===== config.mk =====
export PLATFORM = sky130hd
export DESIGN_NAME = mlp_argmax_scorer
export DESIGN_NICKNAME = d
export VERILOG_FILES = /design/src/rtl/mlp_argmax_scorer.sv
export SDC_FILE = /design/constraint.sdc
export NUM_CORES = 1
export LEC_CHECK = 0
export ABC_AREA = 1
export BUFFER_PORTS_ARGS = -buffer_cell sky130_fd_sc_hd__buf_2
export CORE_MARGIN = 4
export CORE_UTILIZATION = 50
export CTS_CLUSTER_SIZE = 24
export DETAILED_ROUTE_END_ITERATION = 6
export GPL_TIMING_DRIVEN = 1
export PLACE_DENSITY = 0.85
export REMOVE_ABC_BUFFERS = 1
export SETUP_SLACK_MARGIN = 0.4
export SKIP_CTS_REPAIR_TIMING = 1
export SYNTH_ARGS = -nofsm -noshare
export SYNTH_HDL_FRONTEND = slang
export SYNTH_SLANG_ARGS = --single-unit

===== constraint.sdc =====
create_clock -name clk -period 7.3 [get_ports clk]
set_input_delay 0.365 -clock clk [delete_from_list [all_inputs] [get_ports clk]]
set_output_delay 0.365 -clock clk [all_outputs]
set_load 0.05 [all_outputs]

===== src/rtl/mlp_argmax_scorer.sv =====
// Classification back end: snapshots a score vector, scans it one lane per cycle
// for the signed argmax, compares with the label and keeps saturating statistics.
module mlp_argmax_scorer #(
  parameter int N_CLASS = 10,
  parameter int DW      = 16,
  parameter int LBL_W   = 4,
  parameter int CNT_W   = 16
) (
  input  logic                    clk,
  input  logic                    rst,
  input  logic                    start_i,
  input  logic [N_CLASS*DW-1:0]   scores_i,
  input  logic [LBL_W-1:0]        label_i,
  input  logic                    clear_stats_i,
  output logic                    busy_o,
  output logic                    done_o,
  output logic [LBL_W-1:0]        class_o,
  output logic [DW-1:0]           max_o,
  output logic                    match_o,
  output logic [CNT_W-1:0]        img_cnt_o,
  output logic [CNT_W-1:0]        correct_cnt_o
);

  localparam int KW = (N_CLASS > 1) ? $clog2(N_CLASS) : 1;
  localparam logic [KW-1:0] KMAX = KW'(N_CLASS - 1);

  localparam logic [1:0] S_IDLE = 2'd0;
  localparam logic [1:0] S_SCAN = 2'd1;
  localparam logic [1:0] S_DONE = 2'd2;

  logic [1:0]              state_q, state_d;
  logic [N_CLASS*DW-1:0]   snap_q, snap_d;
  logic [LBL_W-1:0]        label_q, label_d;
  logic [LBL_W-1:0]        idx_q, idx_d;
  logic [LBL_W-1:0]        class_q, class_d;
  logic [KW-1:0]           k_q, k_d;
  logic signed [DW-1:0]    max_q, max_d;
  logic signed [DW-1:0]    maxo_q, maxo_d;
  logic                    match_q, match_d;
  logic [CNT_W-1:0]        img_q, img_d;
  logic [CNT_W-1:0]        cor_q, cor_d;

  logic signed [DW-1:0]    lane_k;
  logic signed [DW-1:0]    fin_max;
  logic [LBL_W-1:0]        fin_idx;
  logic                    better;

  always_comb begin
    lane_k  = snap_q[DW*int'(k_q) +: DW];
    better  = lane_k > max_q;
    fin_idx = better ? LBL_W'(k_q) : idx_q;
    fin_max = better ? lane_k : max_q;

    state_d = state_q;
    snap_d  = snap_q;
    label_d = label_q;
    idx_d   = idx_q;
    k_d     = k_q;
    max_d   = max_q;
    class_d = class_q;
    maxo_d  = maxo_q;
    match_d = match_q;
    img_d   = img_q;
    cor_d   = cor_q;

    case (state_q)
      S_IDLE: begin
        if (start_i) begin
          snap_d  = scores_i;
          label_d = label_i;
          max_d   = scores_i[DW-1:0];
          idx_d   = '0;
          k_d     = KW'(1);
          if (N_CLASS == 1) begin
            state_d = S_DONE;
            class_d = '0;
            maxo_d  = scores_i[DW-1:0];
            match_d = (label_i == '0);
          end else begin
            state_d = S_SCAN;
          end
        end
      end
      S_SCAN: begin
        max_d = fin_max;
        idx_d = fin_idx;
        // Results are loaded on the final compare so they are valid while done_o is high.
        if (k_q == KMAX) begin
          state_d = S_DONE;
          class_d = fin_idx;
          maxo_d  = fin_max;
          match_d = (fin_idx == label_q);
        end else begin
          k_d = k_q + 1'b1;
        end
      end
      S_DONE: begin
        state_d = S_IDLE;
      end
      default: begin
        state_d = S_IDLE;
      end
    endcase

    // Statistics update as DONE retires; a clear in that cycle takes precedence.
    if (clear_stats_i) begin
      img_d = '0;
      cor_d = '0;
    end else if (state_q == S_DONE) begin
      if (img_q != '1) img_d = img_q + 1'b1;
      if (match_q && (cor_q != '1)) cor_d = cor_q + 1'b1;
    end
  end

  always_ff @(posedge clk or posedge rst) begin
    if (rst) begin
      state_q <= S_IDLE;
      snap_q  <= '0;
      label_q <= '0;
      idx_q   <= '0;
      k_q     <= '0;
      max_q   <= '0;
      class_q <= '0;
      maxo_q  <= '0;
      match_q <= 1'b0;
      img_q   <= '0;
      cor_q   <= '0;
    end else begin
      state_q <= state_d;
      snap_q  <= snap_d;
      label_q <= label_d;
      idx_q   <= idx_d;
      k_q     <= k_d;
      max_q   <= max_d;
      class_q <= class_d;
      maxo_q  <= maxo_d;
      match_q <= match_d;
      img_q   <= img_d;
      cor_q   <= cor_d;
    end
  end

  assign busy_o        = (state_q != S_IDLE);
  assign done_o        = (state_q == S_DONE);
  assign class_o       = class_q;
  assign max_o         = maxo_q;
  assign match_o       = match_q;
  assign img_cnt_o     = img_q;
  assign correct_cnt_o = cor_q;

endmodule


==> impl_summary.txt, run 1 <==
----------------------------------------------------
[CTS]
  TritonCTS clock tree ... yes
  Number of clock buffers inserted by TritonCTS ... 26
  Clock latency on the worst-skew pair ... 540 ps
  CTS Buffer Depth ... 3
  Clock slew at the register clock pins of the worst setup and hold paths ... 60 ps
  Number of H-tree levels ... 1
  Clock Sink Count ... 243
  CTS Root Buffer Type ... sky130_fd_sc_hd__clkbuf_16

[Power and ir drop]
  Share of power burned in combinational logic ... 47.0%
  Net switching share of the total power ... 44.6%
  Leakage power summed over all cells ... 0.00739 µW
  Maximum ir drop on the vdd rail ... 0.000273 V
  Proportion of power drawn by flip-flops and latches ... 32.5%
  Reported net switching power ... 3050 µW
  Power share of the clock group ... 20.5%
  Cell Pwr Density ... 491 mW/mm²
  Cell internal pwr ... 3790 µW

[Placement]
  Post-detailed-placement half-perimeter wirelength ... 21200 µm
  Post-placement cell count ... 1984
  Port bufs ... 222
  RePlAce Congestion ... 0.902

[Finish]
  Storage cell area ... 0.00608 mm²
  Final-layout fill cell count ... 1995
  Final nets ... 1887
  Multi-input gate area ... 0.00501 mm²
  Layout area overhead ... 18.7%
  Final Instance Count excl. Fillers ... 2033
  Fraction of final layout cells sized beyond drive strength 1 ... 17.3%

[Drt]
  Drt wl/cell ... 15.7 µm
  Post-route DRC ... 0
  Violation count after the first detailed-route iteration ... 1090
  Total via count after detailed routing ... 10800
  Number of detailed-route iterations in the first pass ... 5
  ANT nets after route ... 0
  Routed Wire Length ... 32000 µm
  Via count normalized by instance count ... 5.33

[Die]
  Die X ... 161 µm
  Ports placed on the boundary ... 223
  Starting density of the core ... 51.4%
  Die Y ... 161 µm
  Core area ... 0.0228 mm²
  DIE AREA ... 0.0260 mm²
  Number of rows in the core area ... 55

[Synth]
  Number of enable flip-flop cells after synthesis ... 0
  Most area-consuming cells after synthesis ... sky130_fd_sc_hd__dfrtp_1 52%, sky130_fd_sc_hd__nand2_1 22%, sky130_fd_sc_hd__o21ai_0 5.0%
  Synthesized instance count ... 1521
  Distinct cell type count of the synthesized netlist ... 44
  Ys Warns ... 0
  Main synth FF type ... sky130_fd_sc_hd__dfrtp_1
  Mean instance size in the synthesized netlist ... 7.72 µm²
  Cell type with the highest aggregate area in the netlist ... sky130_fd_sc_hd__dfrtp_1
  FF+latch count, synth ... 243
  Synth async-reset ratio ... 100%
  Top-area cell type share of the netlist area ... 51.8%
  Synth Cell Area ... 0.0117 mm²
  Sequential-to-total area share from yosys stat ... 51.8%

[Setup path]
  Critical path data required time ... 7730 ps
  Critical path class ... reg2reg
  Worst setup SP type ... flop
  Biggest fanout along the worst timing path ... 60
  Data arrival time at the worst-slack endpoint ... 5130 ps
  Crit. End Element ... flop
  Number of cell instances on the worst register-to-register path ... 18
  R2R Path Start ... k_q[0]$_DFFE_PP0P_
  Crit path from ... k_q[0]$_DFFE_PP0P_
  Reg-to-reg setup timing slack ... 2600 ps
  Destination of the worst register-to-register timing path ... max_q[5]$_DFFE_PP0P_

[GRT]
  Antenna violations before repair ... 2
  GR Overflow Total ... 0
  First-pass GRT wire length ... 52100 µm
  Maximum number of pins on one net before global-route repair ... 127
  Via count of the first global-routing pass ... 10600
  GRT Resource Usage Total ... 24.1%

[Worst hold path]
  Class of the tightest hold or removal check ... in2async

[STA]
  Transition at the pin with the smallest max-transition slack ... 1110 ps
  Final hold violation count ... 0
  Total negative slack for setup checks ... 0 ps
  Final clock period utilization by the worst path ... 64.3%
  Final min period ... 4700 ps
  Worst setup skew after layout ... 24.1 ps
  Max-slew headroom ... 26.0%
  Setup repair after global routing missed its margin ... false
  Count of final max-slew check failures ... 0
  FMAX ... 213 MHz
  Final setup viols ... 0

[Job]
  Number of max-capacitance violations reported ... 0

[Status]
  Outcome ... finished, final reports clean

----------------------------------------------------
## stage by stage
stage / hold WS, ps / setup WS, ps / util [%] / total power, µW / instance area, µm²
after global routing: 19.4 / 2160 / 61.0 / 7400 / 13900
after floorplan: 428 / 211 / - / 4540 / 11400
after CTS: 3.30 / 2640 / 61.0 / 6860 / 13900
final: 12.2 / 2600 / 61.0 / 6840 / 13900
after global placement: 458 / 2850 / 57.0 / 5270 / 13000
after detailed placement: 460 / 2690 / 57.0 / 5410 / 13000
## area by class of cell
class / instances / area share [%]
antenna: 2 / 0.0359
clock buffer: 40 / 5.76
clock inverter: 7 / 0.888
inverter: 90 / 2.51
multi-input combinational: 1107 / 35.9
sequential: 243 / 43.6
tap: 313 / 2.81
timing repair buffer: 231 / 8.45
## cell usage after synthesis (all sizes together), types with 2 or more instances
| master | count |
|---|---|
| nor4 | 2 |
| nor3 | 14 |
| xor2 | 2 |
| nand2 | 694 |
| ha | 20 |
| clkbuf | 64 |
| nor3b | 3 |
| nand3 | 29 |
| o21ai | 134 |
| a21oi | 44 |
| dfrtp | 243 |
| o22ai | 4 |
| nand4 | 9 |
| o221ai | 15 |
| buf | 17 |
| nand3b | 2 |
| o31ai | 4 |
| nor2 | 89 |
| o211ai | 33 |
| inv | 89 |
## critical path, stage by stage, from the launching register on
cell	delay (ps)
sky130_fd_sc_hd__dfrtp_2	400
sky130_fd_sc_hd__inv_2	430
sky130_fd_sc_hd__buf_4	600
sky130_fd_sc_hd__o21ai_0	200
sky130_fd_sc_hd__o221ai_1	280
sky130_fd_sc_hd__o211ai_1	140
sky130_fd_sc_hd__nand2_1	110
sky130_fd_sc_hd__ha_1	250
sky130_fd_sc_hd__a21oi_1	140
sky130_fd_sc_hd__o21ai_0	80
sky130_fd_sc_hd__a21oi_1	170
sky130_fd_sc_hd__nand2_1	80
sky130_fd_sc_hd__nand2_1	140
sky130_fd_sc_hd__nand3_1	310
sky130_fd_sc_hd__inv_1	760
sky130_fd_sc_hd__nand2_1	110
sky130_fd_sc_hd__o21ai_1	150
sky130_fd_sc_hd__nand2_1	80
sky130_fd_sc_hd__o211ai_1	120
## placed cells by master (no fill, tap or decap), drive strengths merged, types with 4 or more instances in the layout
cell type | Yosys | final
dfrtp | 243 | 243
nand2 | 694 | 694
clkbuf | 64 | 40
nand3 | 29 | 29
o22ai | 4 | 4
o21ai | 134 | 134
nor3 | 14 | 14
o221ai | 15 | 15
buf | 17 | 231
o211ai | 33 | 33
ha | 20 | 20
inv | 89 | 89
nor2 | 89 | 89
clkinv | 1 | 4
o31ai | 4 | 4
a21oi | 44 | 44
nand4 | 9 | 9
## metal layers
metal | track usage [%] | wire, µm | vias to the layer above
met5 | 0 | 13 | -
met4 | 6.36 | 868 | 2
met3 | 4.41 | 2500 | 80
met2 | 39.7 | 14800 | 449
met1 | 33.1 | 13800 | 5071
li1 | - | - | 5225
## sequential cells by signal (all words and copies together) (netlist names)
signal / cells
max_o: 16
match_o: 1
state_q: 2
idx_q: 4
img_cnt_o: 16
class_o: 4
snap_q: 160
k_q: 4
label_q: 4
max_q: 16
correct_cnt_o: 16
## worst max path at each step
stage | to | slack (ps) | depth (start not counted)
2_1_floorplan | k_q[3]$_DFFE_PP0P_ | 210 | 8
3_3_place_gp | max_q[11]$_DFFE_PP0P_ | 2850 | 18
3_5_place_dp | max_q[11]$_DFFE_PP0P_ | 2690 | 18
4_1_cts | max_q[5]$_DFFE_PP0P_ | 2640 | 18
5_1_grt | max_q[6]$_DFFE_PP0P_ | 2160 | 19
6_report | max_q[5]$_DFFE_PP0P_ | 2600 | 18
## logic make-up (layout without fill, tap and decap cells)
group	Yosys count	after routing	share of synthesized area [%]
other	0	2	0
muxes	1	1	0.0852
buffers and inverters	171	368	5.72
xor gates and xnor gates	3	3	0.224
DFF	243	243	51.8
and+or+nand+nor	844	844	28.4
adders and majority gates	20	20	2.13
AOI/OAI and AO/OA	239	239	11.6
## power groups by stage
stage               Clock [µW]  Combinational [µW]  Sequential, µW
finish                    1400                3220            2220
global route              1480                3640            2280
CTS                       1420                3220            2210
detailed placement           0                3190            2220
global placement             0                3060            2200
floorplan                    0                2120            2420
Note: power is estimated with default switching activity, not from simulation.
==> inputs of run 2 (changes only) <==
Clock period 7.3 ns to 3.9 ns, I/O delays scaled along.
==> run 2 against run 1 <==
Fmax rose by 31%. The run now ends with DRC, hold timing left. Count of clock-buffer cells in the layout fell by 4. Wire length rose by 27%. Via count rose by 14%. Largest cell class unchanged. Core utilization rose by 9.1 points. Register-to-register slack got worse by 2300 ps. Sequential cell count did not move. Non-clock buffer count rose by 182.
==> impl_summary.txt, run 2 (synthesis gave the netlist of run 1 again) <==
----------------------------------------------------
[Finish]
  Fraction of final layout cells sized beyond drive strength 1 ... 17.4% (was 17.3%)
  Final nets ... 2069 (was 1887)
  Commonest non-fill, non-tap cell in the layout ... sky130_fd_sc_hd__nand2_1 (unchanged)
  Layout area overhead ... 36.4% (was 18.7%)
  Final Instance Count excl. Fillers ... 2216 (was 2033)
  Final-layout fill cell count ... 1609 (was 1995)
  Number of flip-flops in the largest register ... 160 (unchanged)
  Largest register by flop count ... snap_q (unchanged)
  Multi-input gate area ... 0.00503 mm² (was 0.00501 mm²)
  Most frequent cells in the layout ... 687 x sky130_fd_sc_hd__nand2_1, 241 x sky130_fd_sc_hd__dfrtp_1, 222 x sky130_fd_sc_hd__buf_2 (was 688 x sky130_fd_sc_hd__nand2_1, 241 x sky130_fd_sc_hd__dfrtp_1, 222 x sky130_fd_sc_hd__buf_2)
  Non-Filler Cell Area, Final ... 0.0160 mm² (was 0.0139 mm²)
  Storage cell area ... 0.00609 mm² (was 0.00608 mm²)

[Power and ir drop]
  Reported net switching power ... 6470 µW (was 3050 µW)
  Leakage power summed over all cells ... 0.00827 µW (was 0.00739 µW)
  Maximum ir drop on the vdd rail ... 0.000723 V (was 0.000273 V)
  Proportion of power drawn by flip-flops and latches ... 29.6% (was 32.5%)
  Cell internal pwr ... 7950 µW (was 3790 µW)
  Power share of the clock group ... 20.8% (was 20.5%)
  Cell Pwr Density ... 899 mW/mm² (was 491 mW/mm²)
  Total Power ... 14400 µW (was 6840 µW)
  Share of power burned in combinational logic ... 49.6% (was 47.0%)
  Net switching share of the total power ... 44.9% (was 44.6%)

[STA]
  Final setup viols ... 0 (unchanged)
  FMAX ... 279 MHz (was 213 MHz)
  Final clock period utilization by the worst path ... 91.9% (was 64.3%)
  Setup repair after global routing missed its margin ... true (was false)
  Final worst-path setup slack ... 316 ps (was 2600 ps)
  Count of final max-slew check failures ... 0 (unchanged)
  Smallest hold slack ... -132 ps (was 12.2 ps)
  Final hold violation count ... 106 (was 0)
  Transition at the pin with the smallest max-transition slack ... 1110 ps (about the same)
  Worst setup skew after layout ... 14.6 ps (was 24.1 ps)
  Final min period ... 3580 ps (was 4700 ps)
  Max-slew headroom ... 26.3% (was 26.0%)

[Setup path]
  Crit. End Element ... flop (unchanged)
  Data arrival time at the worst-slack endpoint ... 4000 ps (was 5130 ps)
  Critical path class ... reg2reg (unchanged)
  Critical path data required time ... 4320 ps (was 7730 ps)
  Reg-to-reg setup timing slack ... 320 ps (was 2600 ps)
  Worst setup SP type ... flop (unchanged)
  Destination of the worst register-to-register timing path ... max_q[3]$_DFFE_PP0P_ (was max_q[5]$_DFFE_PP0P_)
  Number of cell instances on the worst register-to-register path ... 23 (was 18)
  Biggest fanout along the worst timing path ... 24 (was 60)
  R2R Path Start ... k_q[0]$_DFFE_PP0P_ (unchanged)

[GRT]
  GRT Resource Usage Total ... 24.6% (was 24.1%)
  Via count of the first global-routing pass ... 10800 (was 10600)
  Maximum number of pins on one net before global-route repair ... 149 (was 127)
  GR Overflow Total ... 0 (unchanged)
  First-pass GRT wire length ... 53100 µm (was 52100 µm)
  Antenna violations before repair ... 1 (was 2)

[Die]
  Starting density of the core ... 51.4% (unchanged)
  Number of rows in the core area ... 55 (unchanged)
  Core area ... 0.0228 mm² (unchanged)
  Die Y ... 161 µm (unchanged)
  Die X ... 161 µm (unchanged)
  DIE AREA ... 0.0260 mm² (unchanged)
  Ports placed on the boundary ... 223 (unchanged)

[Placement]
  Post-detailed-placement half-perimeter wirelength ... 22100 µm (was 21200 µm)
  Post-placement cell count ... 1994 (was 1984)
  Port bufs ... 222 (unchanged)
  Setup Slack @ Placement ... 317 ps (was 2690 ps)
  RePlAce Congestion ... 0.904 (was 0.902)
  Area post-placement ... 0.0131 mm² (was 0.0130 mm²)

[CTS]
  CTS Root Buffer Type ... sky130_fd_sc_hd__clkbuf_16 (unchanged)
  Clock Sink Count ... 243 (unchanged)
  Clock latency on the worst-skew pair ... 540 ps (about the same)
  Number of clock buffers inserted by TritonCTS ... 26 (unchanged)
  CTS Buffer Depth ... 3 (unchanged)
  TritonCTS clock tree ... yes (unchanged)
  Number of H-tree levels ... 1 (unchanged)
  Clock slew at the register clock pins of the worst setup and hold paths ... 60 ps (about the same)

[Drt]
  ANT nets after route ... 0 (unchanged)
  Via count normalized by instance count ... 5.57 (was 5.33)
  Post-route DRC ... 9 (was 0)
  Total via count after detailed routing ... 12300 (was 10800)
  Number of detailed-route iterations in the first pass ... 7 (was 5)
  Routed Wire Length ... 40500 µm (was 32000 µm)
  Drt wl/cell ... 18.3 µm (was 15.7 µm)
  Violation count after the first detailed-route iteration ... 1320 (was 1090)

[Status]
  Violated checks ... DRC, hold timing
  Outcome ... finished, violations left (was finished, final reports clean)

[Worst hold path]
  Class of the tightest hold or removal check ... in2async (unchanged)

[Job]
  Number of max-capacitance violations reported ... 0 (unchanged)

----------------------------------------------------
## run 2: cell types whose count changed in the layout (fill, tap and decap cells not counted), sizes merged
cell | previous run | this run
dlygate4sd3 | 0 | 161
clkinvlp | 1 | 4
buf | 231 | 249
inv | 89 | 86
clkbuf | 40 | 39
bufinv | 3 | 8
## run 2: worst max-delay path by stage
stage,startpoint,to,depth (start not counted),slack (ps)
global route,k_q[0]$_DFFE_PP0P_,match_o$_DFFE_PP0P_,25,30
finish,k_q[0]$_DFFE_PP0P_,max_q[3]$_DFFE_PP0P_,23,320
CTS,k_q[1]$_DFFE_PP0P_,max_q[7]$_DFFE_PP0P_,21,260
floorplan,state_q[1]$_DFFE_PP0P_,k_q[3]$_DFFE_PP0P_,8,-3190
global placement,k_q[1]$_DFFE_PP0P_,max_q[2]$_DFFE_PP0P_,21,480
detailed placement,k_q[0]$_DFFE_PP0P_,max_q[7]$_DFFE_PP0P_,22,320
## run 2: power by group through the flow
stage	clock (µW)	combinational (µW)	sequential, µW
after floorplan	0	3980	4520
after global placement	0	5830	4190
after detailed placement	0	6090	4210
after CTS	3000	6180	4200
after global routing	3110	7880	4330
final	3000	7160	4260
## run 2: metrics by stage
step | util [%] | TNS, ps
after floorplan | - | -1211430
final | 70.1 | 0
after CTS | 62.1 | 0
after global placement | 57.5 | 0
after global routing | 70.1 | 0
after detailed placement | 57.5 | 0
## run 2: critical path, stage by stage (launching register included)
cell	delay, ps
sky130_fd_sc_hd__dfrtp_2	440
sky130_fd_sc_hd__clkinv_4	150
sky130_fd_sc_hd__clkbuf_16	230
sky130_fd_sc_hd__o21ai_0	290
sky130_fd_sc_hd__o211ai_1	160
sky130_fd_sc_hd__nand3_1	120
sky130_fd_sc_hd__nand2_1	90
sky130_fd_sc_hd__ha_1	310
sky130_fd_sc_hd__nand2_1	120
sky130_fd_sc_hd__inv_1	80
sky130_fd_sc_hd__nand2_1	110
sky130_fd_sc_hd__nand2_1	70
sky130_fd_sc_hd__nand2_1	60
sky130_fd_sc_hd__nand2_1	50
sky130_fd_sc_hd__nand2_1	90
sky130_fd_sc_hd__nand2_1	70
sky130_fd_sc_hd__nand2_2	120
sky130_fd_sc_hd__nand3_2	110
sky130_fd_sc_hd__clkinvlp_4	100
sky130_fd_sc_hd__buf_4	190
sky130_fd_sc_hd__nand2_1	110
sky130_fd_sc_hd__o21ai_1	150
sky130_fd_sc_hd__nand2_1	90
sky130_fd_sc_hd__o211ai_1	140
## run 2: area by class of cell
cell class	instances	share of cell area [%]
flip-flops and latches	243	38.0
multi-input cells	1107	31.4
repair buffers	413	19.3
clock buffers	36	4.93
well taps	313	2.44
inverters	90	2.26
clock inverters	12	1.68
diodes	2	0.0312
## run 2: metal layers
metal	global-route usage (%)	wire length (µm)	vias up
met3	5.54	3760	190
met1	33.4	15300	5813
li1	-	-	5583
met4	8.72	2190	0
met5	0	0	-
met2	39.4	19300	756
